===== src/rtl/decode_seq.sv =====
// decode_seq: multi-cycle instruction decoder and control sequencer for the
// mrhankey datapath. It takes one instruction at a time over a valid/ready
// handshake and walks it through fetch, decode and execute states. All
// control outputs are registered, so every strobe is glitch-free and lasts
// exactly one cycle.
module decode_seq #(
    parameter int IW   = 8,
    parameter int NREG = 4,
    parameter int CW   = 16
) (
    input  logic                          clk,
    input  logic                          clr,
    input  logic [IW-1:0]                 ir,
    input  logic                          ir_valid,
    output logic                          ir_ready,
    output logic [$clog2(NREG)-1:0]       rd_sel,
    output logic [$clog2(NREG)-1:0]       rs_sel,
    output logic [IW-3-$clog2(NREG):0]    imm,
    output logic                          imm_sel,
    output logic                          alu_op,
    output logic                          alu_en,
    output logic [NREG-1:0]               load,
    output logic                          halt,
    output logic                          illegal,
    output logic [CW-1:0]                 retired
);

    localparam int RW   = $clog2(NREG);
    localparam int IMMW = IW - 2 - RW;

    typedef enum logic [1:0] {
        OP_LDI = 2'b00,
        OP_ADD = 2'b01,
        OP_SUB = 2'b10,
        OP_SYS = 2'b11
    } opcode_t;

    typedef enum logic [2:0] {
        FETCH,
        DECODE,
        EXEC_LDI,
        EXEC_ALU,
        WB_ALU,
        ILL,
        HALTED
    } state_t;

    state_t state;
    state_t state_next;

    logic            accept;
    logic [IW-1:0]   ir_lat;
    opcode_t         lat_op;
    logic [RW-1:0]   lat_rd;
    logic [RW-1:0]   lat_rs;
    logic [IMMW-1:0] lat_imm;
    logic            lat_is_halt;
    logic [NREG-1:0] lat_rd_onehot;

    logic [RW-1:0]   rd_sel_next;
    logic [RW-1:0]   rs_sel_next;
    logic [IMMW-1:0] imm_next;
    logic            imm_sel_next;
    logic            alu_op_next;
    logic            alu_en_next;
    logic [NREG-1:0] load_next;
    logic            halt_next;
    logic            illegal_next;
    logic [CW-1:0]   retired_next;

    // Handshake: the sequencer only takes work in FETCH, and never while
    // reset is asserted so a colliding instruction is simply not accepted.
    assign ir_ready = (state == FETCH) & ~clr;
    assign accept   = ir_valid & ir_ready;

    // Field extraction from the latched copy; the live ir bus is ignored
    // once an instruction has been taken.
    assign lat_op        = opcode_t'(ir_lat[IW-1:IW-2]);
    assign lat_rd        = ir_lat[IW-3:IW-2-RW];
    assign lat_rs        = ir_lat[IW-3-RW:IW-2-2*RW];
    assign lat_imm       = ir_lat[IW-3-RW:0];
    assign lat_is_halt   = &ir_lat;
    assign lat_rd_onehot = NREG'(1) << lat_rd;

    // Capture the instruction word at the moment of acceptance.
    always_ff @(posedge clk) begin
        if (clr) begin
            ir_lat <= '0;
        end else if (accept) begin
            ir_lat <= ir;
        end
    end

    // State register plus the registered control outputs.
    always_ff @(posedge clk) begin
        if (clr) begin
            state   <= FETCH;
            rd_sel  <= '0;
            rs_sel  <= '0;
            imm     <= '0;
            imm_sel <= 1'b0;
            alu_op  <= 1'b0;
            alu_en  <= 1'b0;
            load    <= '0;
            halt    <= 1'b0;
            illegal <= 1'b0;
            retired <= '0;
        end else begin
            state   <= state_next;
            rd_sel  <= rd_sel_next;
            rs_sel  <= rs_sel_next;
            imm     <= imm_next;
            imm_sel <= imm_sel_next;
            alu_op  <= alu_op_next;
            alu_en  <= alu_en_next;
            load    <= load_next;
            halt    <= halt_next;
            illegal <= illegal_next;
            retired <= retired_next;
        end
    end

    // Next-state logic: DECODE branches on the latched opcode, every execute
    // state returns to FETCH, and HALTED is only left through reset.
    always_comb begin
        state_next = state;
        case (state)
            FETCH: begin
                if (accept) begin
                    state_next = DECODE;
                end
            end
            DECODE: begin
                case (lat_op)
                    OP_LDI:  state_next = EXEC_LDI;
                    OP_ADD:  state_next = EXEC_ALU;
                    OP_SUB:  state_next = EXEC_ALU;
                    default: state_next = lat_is_halt ? HALTED : ILL;
                endcase
            end
            EXEC_LDI: state_next = FETCH;
            EXEC_ALU: state_next = WB_ALU;
            WB_ALU:   state_next = FETCH;
            ILL:      state_next = FETCH;
            HALTED:   state_next = HALTED;
            default:  state_next = FETCH;
        endcase
    end

    // Output logic: values for the cycle spent in state_next, so the strobes
    // line up with the state they belong to once registered.
    always_comb begin
        rd_sel_next  = rd_sel;
        rs_sel_next  = rs_sel;
        imm_next     = imm;
        alu_op_next  = alu_op;
        imm_sel_next = 1'b0;
        alu_en_next  = 1'b0;
        load_next    = '0;
        halt_next    = halt;
        illegal_next = 1'b0;
        retired_next = retired;

        if (state == DECODE) begin
            rd_sel_next = lat_rd;
            rs_sel_next = lat_rs;
            imm_next    = lat_imm;
            alu_op_next = (lat_op == OP_SUB);
        end

        case (state_next)
            EXEC_LDI: begin
                load_next    = lat_rd_onehot;
                imm_sel_next = 1'b1;
                retired_next = retired + CW'(1);
            end
            EXEC_ALU: begin
                alu_en_next = 1'b1;
            end
            WB_ALU: begin
                load_next    = lat_rd_onehot;
                retired_next = retired + CW'(1);
            end
            ILL: begin
                illegal_next = 1'b1;
            end
            HALTED: begin
                halt_next = 1'b1;
                if (state != HALTED) begin
                    retired_next = retired + CW'(1);
                end
            end
            default: begin
            end
        endcase
    end

endmodule


===== config.mk =====
export PLATFORM = sky130hd
export DESIGN_NAME = decode_seq
export DESIGN_NICKNAME = d
export VERILOG_FILES = /design/src/rtl/decode_seq.sv
export SDC_FILE = /design/constraint.sdc
export NUM_CORES = 1
export LEC_CHECK = 0
export ABC_AREA = 1
export CAP_MARGIN = 25
export CELL_PAD_IN_SITES_DETAIL_PLACEMENT = 1
export CELL_PAD_IN_SITES_GLOBAL_PLACEMENT = 2
export CORE_UTILIZATION = 28
export DETAILED_ROUTE_END_ITERATION = 7
export PLACE_DENSITY_LB_ADDON = 0.1
export SYNTH_ARGS = -nofsm -noshare
export SYNTH_HDL_FRONTEND = slang
export SYNTH_SLANG_ARGS = --single-unit

===== constraint.sdc =====
create_clock -name clk -period 1.85 [get_ports clk]
set_clock_uncertainty 0.15 [all_clocks]
set_input_delay 0.37 -clock clk [delete_from_list [all_inputs] [get_ports clk]]
set_output_delay 0.37 -clock clk [all_outputs]
set_load 0.02 [all_outputs]

==> run summary <==
setup_tns: 0 ps
first-pass GRT wire length: 9150 µm
Slew headroom: 81.9%
drt pass-1 iters: 4
Final min period: 1790 ps
Synth Instances: 271
final wirelength: 5340 µm
CP Launch Type: flip-flop
Final Max Slew Viols: 0
CP Capture Type: output pin
sequential area share after synthesis: 40.9%
number of buffers added on ports: 44
Pint: 1.30 mW
unrepaired setup endpoints after global routing: false
layout net count: 343
htree depth: 2
CTS Buf Count: 5
clock power share: 35.5%
Logic pwr share: 12.3%
Max-Cap Viols: 0
crit share post-route: 97.0%
worst skew pair latency: 300 ps
synthesis-to-finish area growth: 35.5%
YS warnings: 0
WP buf/inv: 1
ANT cells: 0
Hold Buf Count CTS: 0
share of cells above drive strength 1: 17.6%
largest net degree at the start of global routing: 22
DRT antenna net count: 0
initial antenna violation count: 0
most frequent cells in the layout: nand2_1 (66), dfxtp_1 (41), nor2_1 (30)
Max Fclk: 557 MHz
Slew @ Worst Pin: 271 ps
FF+latch count, synth: 42
slowest cell delay on critical path: 610 ps
WP data required: 1330 ps
Top delay family on crit path: buffers and inverters
Avg WL per Cell: 12.5 µm
DIE WIDTH: 87.7 µm
num rows: 30
pre-CTS setup slack: -418 ps
post-synthesis net count: 285
Final Hold Viols: 0
Final GP Congestion: 0.818
Static Leak: 1.23 nW
fin worst setup slack: 55.2 ps
die height: 87.7 µm
CTS sink cnt: 42
die area: 7690 µm²
vias in the first global route: 1986
P_sw: 0.523 mW
DP Area: 2670 µm²
CORE AREA: 6940 µm²
GRT overflow: 0
Sw Share: 28.7%
Layout Cells excl Fill: 426
power share of the sequential group: 52.1%
clk root buf: clkbuf_8
WS Path Type: reg2out
Clock Path Buffers: 2
Netlist cell types: 28
Clock Pin Slew Worst Setup and Hold Paths: 90 ps
Iter 0 DRT Violations: 49
slowest CP cell: clkdlybuf4s50_1
status: complete, no violations
Worst Hold Class: reg2reg
worst-path fanout max: 3
DP HPWL: 3960 µm
DRC: 0
IO Pins: 45
Worst EP arrival: 1270 ps
Pwr per Cell Area: 654 nW/µm²
maximum vdd drop: 0.000283 V
Avg Cell Area, Syn: 7.59 µm²
Starting Density: 29.6%
GRT Total Usage: 15.6%
placed instance count: 418
Final setup viols: 0
design area: 2790 µm²
commonest non-fill, non-tap cell in the layout: nand2_1
CTS tree: done
via count: 1900
DR vias/cell: 4.46
synthesized cell area: 2060 µm²
CP Cell Sequence: clkdlybuf4s50_1
-- registers in the layout, indices dropped and copies added, names as in the netlist, 2 cells and up --
register and count:
ir_lat 8, rd_sel 2, retired 16, rs_sel 2
state 3, imm 2, load 4
-- power groups by stage --
stage	Combinational, mW	Clock [mW]	Sequential (mW)
after floorplan	0.114	0	0.987
after global placement	0.222	0	0.971
after detailed placement	0.224	0	0.971
after CTS	0.223	0.685	0.951
after global routing	0.249	0.709	0.956
final	0.225	0.648	0.950
-- layout make-up --
class,count,area [µm²]
clock inverter,3,25.0
clock buffer,5,68.8
multi-input combinational,192,1040
inverter,28,118
fill,849,4160
tap,96,120
sequential,42,842
timing repair buffer,60,569
-- per-layer routing --
| layer | vias up | global-route usage [%] | part of all wire [%] |
|---|---|---|---|
| met3 | 9 | 3.30 | 3.1 |
| met1 | 878 | 17.3 | 45 |
| met4 | 0 | 6.26 | 1.9 |
| met5 | - | 0 | 0 |
| li1 | 982 | - | - |
| met2 | 31 | 28.8 | 50 |
-- synth_stat cells --
| cell type | n | share of area (%) |
|---|---|---|
| o21ai_0 | 17 | 4.1 |
| nand4_1 | 6 | 1.8 |
| nand2_4 | 10 | 5.5 |
| inv_2 | 3 | 0.55 |
| inv_1 | 24 | 4.4 |
| nand3_4 | 1 | 0.85 |
| nand4_4 | 1 | 1.0 |
| o211ai_1 | 2 | 0.73 |
| nor2_1 | 30 | 5.5 |
| ha_1 | 3 | 1.8 |
| nand2_2 | 2 | 0.61 |
| inv_6 | 1 | 0.43 |
| nor2_2 | 3 | 0.91 |
| clkbuf_1 | 2 | 0.37 |
| dfxtp_1 | 42 | 41 |
| nor3_1 | 1 | 0.24 |
| buf_4 | 2 | 0.73 |
| nor4_1 | 1 | 0.30 |
| xnor2_1 | 2 | 0.85 |
| xor2_1 | 5 | 2.1 |
| a21oi_1 | 21 | 5.1 |
| nand3_1 | 11 | 2.7 |
| buf_1 | 1 | 0.18 |
| buf_2 | 2 | 0.49 |
| nand2_1 | 66 | 12 |
| a21oi_2 | 10 | 4.3 |
| buf_12 | 1 | 0.97 |
| buf_6 | 1 | 0.55 |
-- worst paths after layout --
path	start	end	slack, ps	cells after the start
min reg2reg	halt$_SDFFE_PP0N_	halt$_SDFFE_PP0N_	310	2
max reg2reg	ir_lat[7]$_SDFFE_PP0P_	retired[0]$_SDFFE_PP0P_	190	9
min	halt$_SDFFE_PP0N_	halt$_SDFFE_PP0N_	310	2
max	rs_sel[1]$_SDFFE_PP0P_	imm[3]	60	1
-- metrics by stage --
stage	total power, mW	utilization (%)	hold slack [ps]
floorplan	1.10	-	276
global placement	1.19	38.5	294
detailed placement	1.20	38.5	305
CTS	1.86	39.6	321
global route	1.91	40.1	347
finish	1.82	40.1	310
-- repair_timing --
item | 4_1_cts | 5_1_grt
endpoints found under the setup margin | 28 | 32
cloned | 0 | 0
setup buffers | 0 | 0
gates resized for setup | 14 | 13
pin swaps | 0 | 0
-- cell families (layout without fill, tap and decap cells) --
group	after synthesis	in the layout	synth area share, %
buffers and inverters	37	96	8.64
adder cells (fa/ha/maj)	3	3	1.83
flip-flops	42	42	40.9
AO/OA/AOI/OAI	50	50	14.2
XOR/XNOR	7	7	2.98
AND/OR/NAND/NOR	132	132	31.4
Note: power is estimated with default switching activity, not from simulation.
